`config.mk`:
```
export PLATFORM = sky130hd
export DESIGN_NAME = ntt_out_serializer
export DESIGN_NICKNAME = d
export VERILOG_FILES = /design/src/rtl/ntt_out_serializer.sv
export SDC_FILE = /design/constraint.sdc
export NUM_CORES = 1
export LEC_CHECK = 0
export ABC_AREA = 0
export ABC_CLOCK_PERIOD_IN_PS = 4000
export CAP_MARGIN = 25
export CORE_MARGIN = 1.5
export CORE_UTILIZATION = 55
export DETAILED_ROUTE_END_ITERATION = 7
export GPL_ROUTABILITY_DRIVEN = 0
export PLACE_DENSITY = 0.79
export SLEW_MARGIN = 30
export SYNTH_ARGS = -nofsm -noshare
export SYNTH_HDL_FRONTEND = slang
export SYNTH_SLANG_ARGS = --single-unit
```
`constraint.sdc`:
```
create_clock -name clk -period 4 [get_ports clk]
set_clock_uncertainty 0.15 [all_clocks]
set_input_delay 1 -clock clk [delete_from_list [all_inputs] [get_ports clk]]
set_output_delay 1 -clock clk [all_outputs]
set_load 0.01 [all_outputs]
```
`src/rtl/ntt_out_serializer.sv`:
```
// ntt_out_serializer
//
// Sits after the pipelined radix-2 NTT. Each time the NTT pulses
// data_valid_in, the whole N-coefficient result vector is captured into
// one of two vector slots. The coefficients are then streamed out one per
// cycle over a valid/ready interface. The NTT cannot be stalled, so a
// vector that arrives while both slots are occupied is dropped. That
// event sets the sticky overflow flag.
//
// Optional feature macro: NTT_SER_BITREV_EN
//   defined     -> coefficients leave in bit-reversed index order, and
//                  m_index reports the reversed index
//   not defined -> natural order 0..N-1
//
// Ports
//   clk            in   rising-edge clock
//   reset          in   asynchronous active-low reset
//   data_valid_in  in   one-cycle capture pulse from the NTT
//   Data_in[0:N-1] in   coefficient vector, sampled only on data_valid_in
//   m_valid        out  a coefficient is presented
//   m_ready        in   consumer accepts the presented coefficient
//   m_data         out  presented coefficient
//   m_index        out  index of m_data within its vector
//   m_last         out  final beat of the vector
//   busy           out  at least one slot occupied
//   overflow       out  sticky, an incoming vector was dropped
//
// Read FSM states
//   state  | meaning
//   IDLE   | no slot occupied, nothing presented
//   STREAM | slot rd_ptr is being emitted, beat selects the coefficient

module ntt_out_serializer #(
    parameter  int W  = 32,
    parameter  int N  = 8,
    localparam int IW = $clog2(N)
) (
    input  logic          clk,
    input  logic          reset,
    input  logic          data_valid_in,
    input  logic [W-1:0]  Data_in [0:N-1],
    output logic          m_valid,
    input  logic          m_ready,
    output logic [W-1:0]  m_data,
    output logic [IW-1:0] m_index,
    output logic          m_last,
    output logic          busy,
    output logic          overflow
);

    typedef enum logic [0:0] {
        IDLE   = 1'b0,
        STREAM = 1'b1
    } state_t;

    state_t        state;
    state_t        state_next;

    logic [W-1:0]  mem [0:1][0:N-1];
    logic          wr_ptr;
    logic          rd_ptr;
    logic [1:0]    occ;
    logic [1:0]    occ_next;
    logic [IW-1:0] beat;
    logic [IW-1:0] sel;

    logic          xfer;
    logic          final_xfer;
    logic          capture;
    logic          drop;

    function automatic logic [IW-1:0] order(input logic [IW-1:0] b);
        logic [IW-1:0] r;
`ifdef NTT_SER_BITREV_EN
        for (int i = 0; i < IW; i++) begin
            r[i] = b[IW-1-i];
        end
`else
        r = b;
`endif
        return r;
    endfunction

    assign sel = order(beat);

    // Transfer qualification depends only on registered state, so there
    // is no path from m_ready into the outputs.
    assign xfer       = (state == STREAM) && m_ready;
    assign final_xfer = xfer && (beat == IW'(N - 1));

    // When both slots are full, a final-beat transfer frees the slot that
    // wr_ptr already points at. The incoming vector can then take that
    // slot on the same edge.
    assign capture = data_valid_in && ((occ != 2'd2) || final_xfer);
    assign drop    = data_valid_in && !capture;

    always_comb begin
        occ_next = occ;
        if (capture && !final_xfer) begin
            occ_next = occ + 2'd1;
        end else if (!capture && final_xfer) begin
            occ_next = occ - 2'd1;
        end
    end

    always_ff @(posedge clk or negedge reset) begin
        if (!reset) begin
            state <= IDLE;
        end else begin
            state <= state_next;
        end
    end

    // The next state looks at occ_next. This lets a capture into an empty
    // buffer raise m_valid straight after the capture edge. It also lets a
    // buffered second vector follow beat N-1 without a bubble.
    always_comb begin
        state_next = state;
        m_valid    = 1'b0;
        m_data     = '0;
        m_index    = '0;
        m_last     = 1'b0;
        case (state)
            IDLE: begin
                if (occ_next != 2'd0) begin
                    state_next = STREAM;
                end
            end
            STREAM: begin
                m_valid = 1'b1;
                m_data  = mem[rd_ptr][sel];
                m_index = sel;
                m_last  = (beat == IW'(N - 1));
                if (occ_next == 2'd0) begin
                    state_next = IDLE;
                end
            end
            default: begin
                state_next = IDLE;
            end
        endcase
    end

    always_ff @(posedge clk or negedge reset) begin
        if (!reset) begin
            for (int s = 0; s < 2; s++) begin
                for (int i = 0; i < N; i++) begin
                    mem[s][i] <= '0;
                end
            end
        end else if (capture) begin
            for (int i = 0; i < N; i++) begin
                mem[wr_ptr][i] <= Data_in[i];
            end
        end
    end

    always_ff @(posedge clk or negedge reset) begin
        if (!reset) begin
            wr_ptr   <= 1'b0;
            rd_ptr   <= 1'b0;
            occ      <= 2'd0;
            beat     <= '0;
            overflow <= 1'b0;
        end else begin
            occ <= occ_next;
            if (capture) begin
                wr_ptr <= ~wr_ptr;
            end
            if (final_xfer) begin
                beat   <= '0;
                rd_ptr <= ~rd_ptr;
            end else if (xfer) begin
                beat <= beat + 1'b1;
            end
            if (drop) begin
                overflow <= 1'b1;
            end
        end
    end

    assign busy = (occ != 2'd0);

endmodule

```
Yosys cells after proc, flatten, opt, wreduce, memory -nomap -nowiden

Index checks and enable logic that the tools add are counted.

Add/subtract/negate cells: 3
Magnitude comparators: 4
Equal/unequal tests: 2
Multiplexer cells: 41
Bitwise logic cells: 6
Reductions and logical operators: 14

Operator list:

| operator                                     | number |
|---|---|
| bitwise mux 512 bit                          | 8 |
| demux 256 bit (select 1 bit)                 | 8 |
| 2-to-1 mux 256 bit                           | 4 |
| 2-to-1 mux 224 bit                           | 1 |
| 2-to-1 mux 192 bit                           | 1 |
| 2-to-1 mux 160 bit                           | 1 |
| 2-to-1 mux 128 bit                           | 1 |
| 2-to-1 mux 32 bit                            | 4 |
| binary-select mux 32 bit (select 3 bit)      | 1 |
| 2-to-1 mux 96 bit                            | 1 |
| 2-to-1 mux 64 bit                            | 1 |
| 2-to-1 mux 3 bit                             | 3 |
| logical AND 1 bit                            | 7 |
| nonzero test 2 bit                           | 3 |
| >= comparator 2 bit (second input constant)  | 2 |
| >= comparator 4 bit (second input constant)  | 1 |
| 2-to-1 mux 1 bit                             | 4 |
| 2-to-1 mux 2 bit                             | 2 |
| inverter 1 -> 2 bit                          | 2 |
| inverter 3 -> 4 bit                          | 1 |
| adder 3 x 1 -> 3 bit (second input constant) | 1 |
| equality test 3 bit (second input constant)  | 1 |
| inverter 1 bit                               | 3 |
| adder 2 x 1 -> 2 bit (second input constant) | 1 |
| 7 further kinds                              | 8 |

Register bits: 521
Bits of input ports: 260
Word-level logic and storage cells: 92

Depth between registers and ports, before layout

Gate-level depths: netlist of run 1.

Depth in word-level cells: 13
Depth in mapped cells: 8
Mapped depth without buffers: 6

Least setup slack after synthesis of run 1

No wires, ideal clock.

Path type: reg-to-output
Start point: reg rd_ptr
End point: out m_data[11]
Arrival time: 1466 ps
Data required time: 2850 ps
Slack: 1384 ps
Cell stages (with the launch flop): 7
Path buffers: 2
Path through: dfrtp_1 buf_4 buf_4 mux4_2 nand2b_1 nand3_1 nand2_1

Cells in the longest elaborated chain, start to end: 8

RTL lines:

| what                                                   | line | text |
|---|---|---|
| from (decl)                                            | 61   | `logic rd_ptr;` |
| from (signal assigned)                                 | 172  | `rd_ptr <= ~rd_ptr;` |
| inverter 1 -> 2 bit (not written as such)              | 131  | `m_data = mem[rd_ptr][sel];` |
| 2-to-1 mux 256 bit (not written as such) (3 in series) | 131  |  |
| binary-select mux 32 bit (select 3 bit)                | 131  |  |
| 2-to-1 mux 32 bit (not written as such) (2 in series)  | 131  |  |
| 2-to-1 mux 32 bit                                      | 123  | `case (state)` |
| to (decl)                                              | 44   | `output logic [W-1:0] m_data,` |

Every way passes these cells. The select of a mux whose other input is x is not followed.

Worst setup path in the final report of run 1

Start point: reg rd_ptr
End point: out m_data[29]

The elaborated chain is that of the path after synthesis.

==> flow_summary.ini, run 1 <==
[power]
sequentialPowerShare = 0.343
p_sw_frac = 0.353
comb_power_share = 0.464
vdd_drop_max_mv = 0.530
p_leak_nw = 13.6
internal-power_w = 0.0181
power_w = 0.0280
p_switching_w = 0.00990
clkPwrFrac = 0.193
power-per-cell-area_nw_per_um2 = 900

[layout]
final_cell_mix = dfrtp_1, clkdlybuf4s50_1, mux2_4, mux2_1, mux2i_1
fin_nets = 2238
stdcell_count = 2629
final_common_cell = dfrtp_1
drive_gt1_frac = 0.269
synthToLayoutAreaGrowth_pct = 23.5

[sta]
slew_violations = 0
hold_violations = 0
fin_crit_sh = 1.00
timing.hold.ws_ps = 308
slew_headroom = 0.423
rsz0062_at_grt = true
fin_crit_ps = 4000
setup_slack_ps = -4.04
max_freq_ghz = 0.250
final-setup-viol-count = 1
worstMarginPinSlew_ps = 864

[detailed_routing]
top_layer = met5
detail_route.wl_per_cell_um = 26.6
dr_wl_met2_um = 33200
wl_met3_um = 4390
viasPerCell = 5.94
via_count = 15600
drt_iter0_drc = 1309
dr.pass1.iters = 5
antenna_left = 0
wl_met1_um = 29200
drcViolationCount = 0
drt_wl_total_um = 69900

[placement]
portBuffers = 298
post-place-ws_ps = 350
dpl.cell_count = 2491
hpwl_um = 48200

[synth]
synth_nets = 1917
synth_area_per_cell_um2 = 15.3
yosysWarnings = 0
ys_seq_area_frac = 0.517
synthCells = 1653
ys_ff_latch = 521
synth_area_um2 = 25200
synth.distinct_cells = 33

[die]
dieArea_um2 = 47200
die_height_um = 217
design.core.area_um2 = 45300
placementRows = 78
start_util = 0.557
ios = 299
fp.dieW_um = 217

[min_path]
min_path_type = input pin to async pin

[clocking]
htreeDepth = 2
postCtsHoldBufs = 0
clk_path_buf_depth = 3
cts_tree = built
cts_buffers = 54
clk_latency_ps = 600
clock_sinks = 521
ctsRootBufferMaster = clkbuf_16
clk_pin_slew_worst_paths_ps = 70

[global_routing]
grt_pass1_vias = 17100
grt_max_degree = 102
gr-total-overflow = 0
grt_pass1_wl_um = 106000
track_usage = 0.300
antenna_found_initial = 12

[flow_run]
drv_cap = 0

[setup_path]
path_max_fanout = 13
cp-end-kind = output port
timing.critical_path.cells = buf_16, mux4_2, nand2b_1, nand3_1, nand2_1, clkdlybuf4s50_1
required_ps = 2850
crit_arrival_ps = 2850
criticalPathCategory = register to output port
start_kind = register
cp.buffers_inverters = 2
cp_slowest_stage_delay_ps = 520
cpMaxStageDelayCell = dfrtp_4
critical_path.top_delay_family = buffers and inverters

[run_status]
violations = setup timing
status = complete, but fails checks
## power by group through the flow
stage | combinational [W] | clock [W] | sequential (W)
6_report | 0.0130 | 0.00542 | 0.00962
5_1_grt | 0.0136 | 0.00569 | 0.00993
4_1_cts | 0.0128 | 0.00548 | 0.00959
3_5_place_dp | 0.0122 | 0 | 0.00956
3_3_place_gp | 0.0120 | 0 | 0.00936
2_1_floorplan | 0.00875 | 0 | 0.00905
## through the flow
step                      TNS, ps  utilization  instance area [µm²]
final                       -4.04        0.688                31200
after global routing         -149        0.688                31100
after CTS                   -42.3        0.684                31000
after detailed placement        0        0.631                28600
after global placement          0        0.631                28600
after floorplan                 0            -                25200
## final cells by class
cell class | count | area [µm²]
fillers | 3065 | 14100
flip-flops and latches | 521 | 13000
multi-input cells | 1011 | 11300
repair buffers | 382 | 4130
clock buffers | 80 | 1660
well taps | 600 | 751
clock inverters | 21 | 265
diodes | 10 | 25.0
inverters | 4 | 15.0
## per-layer routing
layer	up-vias	GRT usage
met2	523	0.473
met1	8243	0.398
met5	-	0
li1	6711	-
met4	2	0.139
met3	126	0.0619
## state kept, by name, summed over array words and instances (netlist names)
signal	flops
mem	512
beat	3
occ	2
overflow	1
rd_ptr	1
state	1
wr_ptr	1
## Yosys cell counts
| master | instances | share of area |
|---|---|---|
| nand2_1 | 36 | 0.0054 |
| o211ai_1 | 1 | 0.00030 |
| buf_8 | 2 | 0.0012 |
| clkbuf_1 | 19 | 0.0028 |
| buf_6 | 28 | 0.012 |
| inv_1 | 4 | 0.00059 |
| buf_12 | 25 | 0.020 |
| nor2b_1 | 3 | 0.00074 |
| mux2i_1 | 204 | 0.081 |
| nand2b_1 | 29 | 0.0072 |
| a21oi_1 | 2 | 0.00040 |
| o21ai_0 | 5 | 0.00099 |
| buf_1 | 6 | 0.00089 |
| mux2_1 | 240 | 0.11 |
| nor2_1 | 4 | 0.00059 |
| a31o_2 | 1 | 0.00035 |
| dfrtp_1 | 521 | 0.52 |
| o221ai_1 | 1 | 0.00035 |
| nor2_8 | 1 | 0.00079 |
| o21ai_4 | 1 | 0.00064 |
| and2_1 | 5 | 0.0012 |
| xnor2_1 | 3 | 0.0010 |
| and3_4 | 1 | 0.00045 |
| mux2_2 | 33 | 0.015 |
| mux2_4 | 240 | 0.14 |
| a31oi_1 | 1 | 0.00025 |
| mux4_2 | 26 | 0.023 |
| buf_4 | 21 | 0.0062 |
| ha_1 | 4 | 0.0020 |
| a22oi_1 | 102 | 0.030 |
| buf_2 | 17 | 0.0034 |
| nand3_1 | 66 | 0.013 |
| o211ai_4 | 1 | 0.00084 |
## kinds of logic after synthesis
logic type,share of synthesized area
muxes,0.369
adders and majority gates,0.00198
xor gates and xnor gates,0.00104
and+or+nand+nor,0.0295
buffers and inverters,0.0475
DFF,0.517
AOI/OAI and AO/OA,0.0345
## repair_timing
action	in CTS	in global routing
setup endpoints to repair	32	13
gates resized for setup	80	13
setup buffers	8	13
pin swaps	4	5
cloned	6	0
## final timing paths
| path | slack (ps) | endpoint | start | cells after the start |
|---|---|---|---|---|
| max | -4 | m_data[29] | rd_ptr$_DFFE_PN0N_ | 6 |
| min | 310 | mem[102]$_DFFE_PN0P_ | reset | 1 |
| max reg2reg | 800 | mem[491]$_DFFE_PN0P_ | beat[1]$_DFFE_PN0P_ | 9 |
| min reg2reg | 320 | overflow$_DFFE_PN0P_ | overflow$_DFFE_PN0P_ | 1 |
| max in group asynchronous | 2340 | mem[171]$_DFFE_PN0P_ | reset | 2 |
| min in group clk | 320 | overflow$_DFFE_PN0P_ | overflow$_DFFE_PN0P_ | 1 |
## worst reg2reg max path, cell delays in order (launching register included)
cell and delay, ps:
dfrtp_2 480, buf_4 320, ha_1 220, ha_1 340, and3_4 290, o21ai_4 90, nor2_8 150, buf_12 310
buf_4 400, mux2_4 340
No activity file was read; power rests on OpenSTA's default activity.
==> inputs of run 2 (changes only) <==
Settings changed: SKIP_CTS_REPAIR_TIMING set to 1.
==> flow_summary.ini, run 2 (synthesized netlist as in run 1, its figures left out) <==
[setup_path]
cpMaxStageDelayCell = dfrtp_4
r2r-start = beat[1]$_DFFE_PN0P_
r2r_end = mem[491]$_DFFE_PN0P_
r2r_slack_ps = 830
cp_slowest_stage_delay_ps = 520
reg2reg_depth = 9
crit_path_end = m_data[17]
cp.buffers_inverters = 3
timing.critical_path.cells = buf_16, buf_4, mux4_2, nand2b_1, nand3_1, nand2_1, clkdlybuf4s50_1
crit_arrival_ps = 2880
startpoint = rd_ptr$_DFFE_PN0N_
criticalPathCategory = register to output port
required_ps = 2850
cp-end-kind = output port
path_max_fanout = 16
start_kind = register
critical_path.top_delay_family = buffers and inverters
crit_cells = 7

[power]
p_sw_frac = 0.352
p_leak_nw = 13.6
internal-power_w = 0.0182
vdd_drop_max_mv = 0.526
sequentialPowerShare = 0.343
power-per-cell-area_nw_per_um2 = 901
clkPwrFrac = 0.193
comb_power_share = 0.464
p_switching_w = 0.00988

[sta]
fin_crit_ps = 4030
tns_ps = -45.3
slew_headroom = 0.404
fin_crit_sh = 1.01
rsz0062_at_grt = true
worstMarginPinSlew_ps = 894
hold_violations = 0
setup_slack_ps = -30.5
slew_violations = 0
final-setup-viol-count = 3
max_freq_ghz = 0.248
timing.hold.ws_ps = 269

[clocking]
clk_latency_ps = 600
htreeDepth = 2
clk_pin_slew_worst_paths_ps = 70
clk_path_buf_depth = 3
cts_buffers = 54
cts_tree = built
ctsRootBufferMaster = clkbuf_16
clock_sinks = 521

[layout]
fillers = 3058
drive_gt1_frac = 0.266
final_util = 0.688
stdcell_area_um2 = 31200
synthToLayoutAreaGrowth_pct = 23.5
final_common_cell = dfrtp_1
largest_reg_flops = 512
regMostFlops = mem
reg_top3 = mem x512, beat x3, occ x2
fin_nets = 2237
seq_area_um2 = 13000
final_cell_mix = dfrtp_1, clkdlybuf4s50_1, mux2_4, mux2_1, mux2i_1
multi_input_area_um2 = 11300

[detailed_routing]
viasPerCell = 5.92
antenna_left = 0
drt_wl_total_um = 69800
dr.pass1.iters = 5
via_count = 15500
drt_iter0_drc = 1262
drcViolationCount = 0
detail_route.wl_per_cell_um = 26.6

[global_routing]
antenna_found_initial = 11
grt_pass1_vias = 16900
gr-total-overflow = 0
grt_max_degree = 102
track_usage = 0.292
grt_pass1_wl_um = 103000

[die]
ios = 299
die_height_um = 217
start_util = 0.557
design.core.area_um2 = 45300
placementRows = 78
dieArea_um2 = 47200
fp.dieW_um = 217

[placement]
hpwl_um = 48200
portBuffers = 298
place_area_um2 = 28600

[run_status]
status = complete, but fails checks
violations = setup timing

[flow_run]
drv_cap = 0

[min_path]
min_path_type = input pin to async pin
run 2: cell count changes in the layout (fill, tap and decap cells not counted), sizes merged, moves of 3 or more:
cell           before  now
buf                82   79
bufbuf              3    0
clkbuf             80   85
clkdlybuf4s50     274  287
dlygate4sd2        18    0
dlymetal6s2s        5   10
run 2: cell type report:
type	instances	area share
sequential	521	0.419
clock buffer	80	0.0533
antenna	8	0.000643
tap	600	0.0241
timing repair buffer	381	0.133
multi-input combinational	1011	0.361
clock inverter	21	0.00852
inverter	4	0.000482
run 2: per-layer routing:
metal  wire (µm)  vias up  global-route usage
met1       29000     8175               0.388
met4        2790        4               0.130
met5          26        -                   0
met3        4610      122              0.0549
li1            -     6713                   -
met2       33400      519               0.468
run 2: worst min-delay path by stage:
stage / start / to / slack (ps) / cells after the start
after floorplan: mem[128]$_DFFE_PN0P_ / mem[128]$_DFFE_PN0P_ / 310 / 1
after global placement: overflow$_DFFE_PN0P_ / overflow$_DFFE_PN0P_ / 320 / 1
after detailed placement: overflow$_DFFE_PN0P_ / overflow$_DFFE_PN0P_ / 310 / 1
after CTS: reset / mem[364]$_DFFE_PN0P_ / 320 / 1
after global routing: overflow$_DFFE_PN0P_ / overflow$_DFFE_PN0P_ / 340 / 1
final: reset / mem[102]$_DFFE_PN0P_ / 270 / 1
run 2: power groups by stage:
stage	logic [W]	clock network, W	registers [W]
after global placement	0.0120	0	0.00936
after global routing	0.0137	0.00569	0.00994
after floorplan	0.00875	0	0.00905
final	0.0130	0.00542	0.00963
after detailed placement	0.0122	0	0.00956
after CTS	0.0123	0.00548	0.00953
run 2: through the flow:
| step | setup WS [ps] | std cells | total power [W] |
|---|---|---|---|
| floorplan | 1380 | 1653 | 0.0178 |
| global placement | 385 | 2491 | 0.0213 |
| detailed placement | 350 | 2491 | 0.0218 |
| CTS | -317 | 2592 | 0.0273 |
| global route | -87.0 | 2622 | 0.0293 |
| finish | -30.5 | 2626 | 0.0281 |
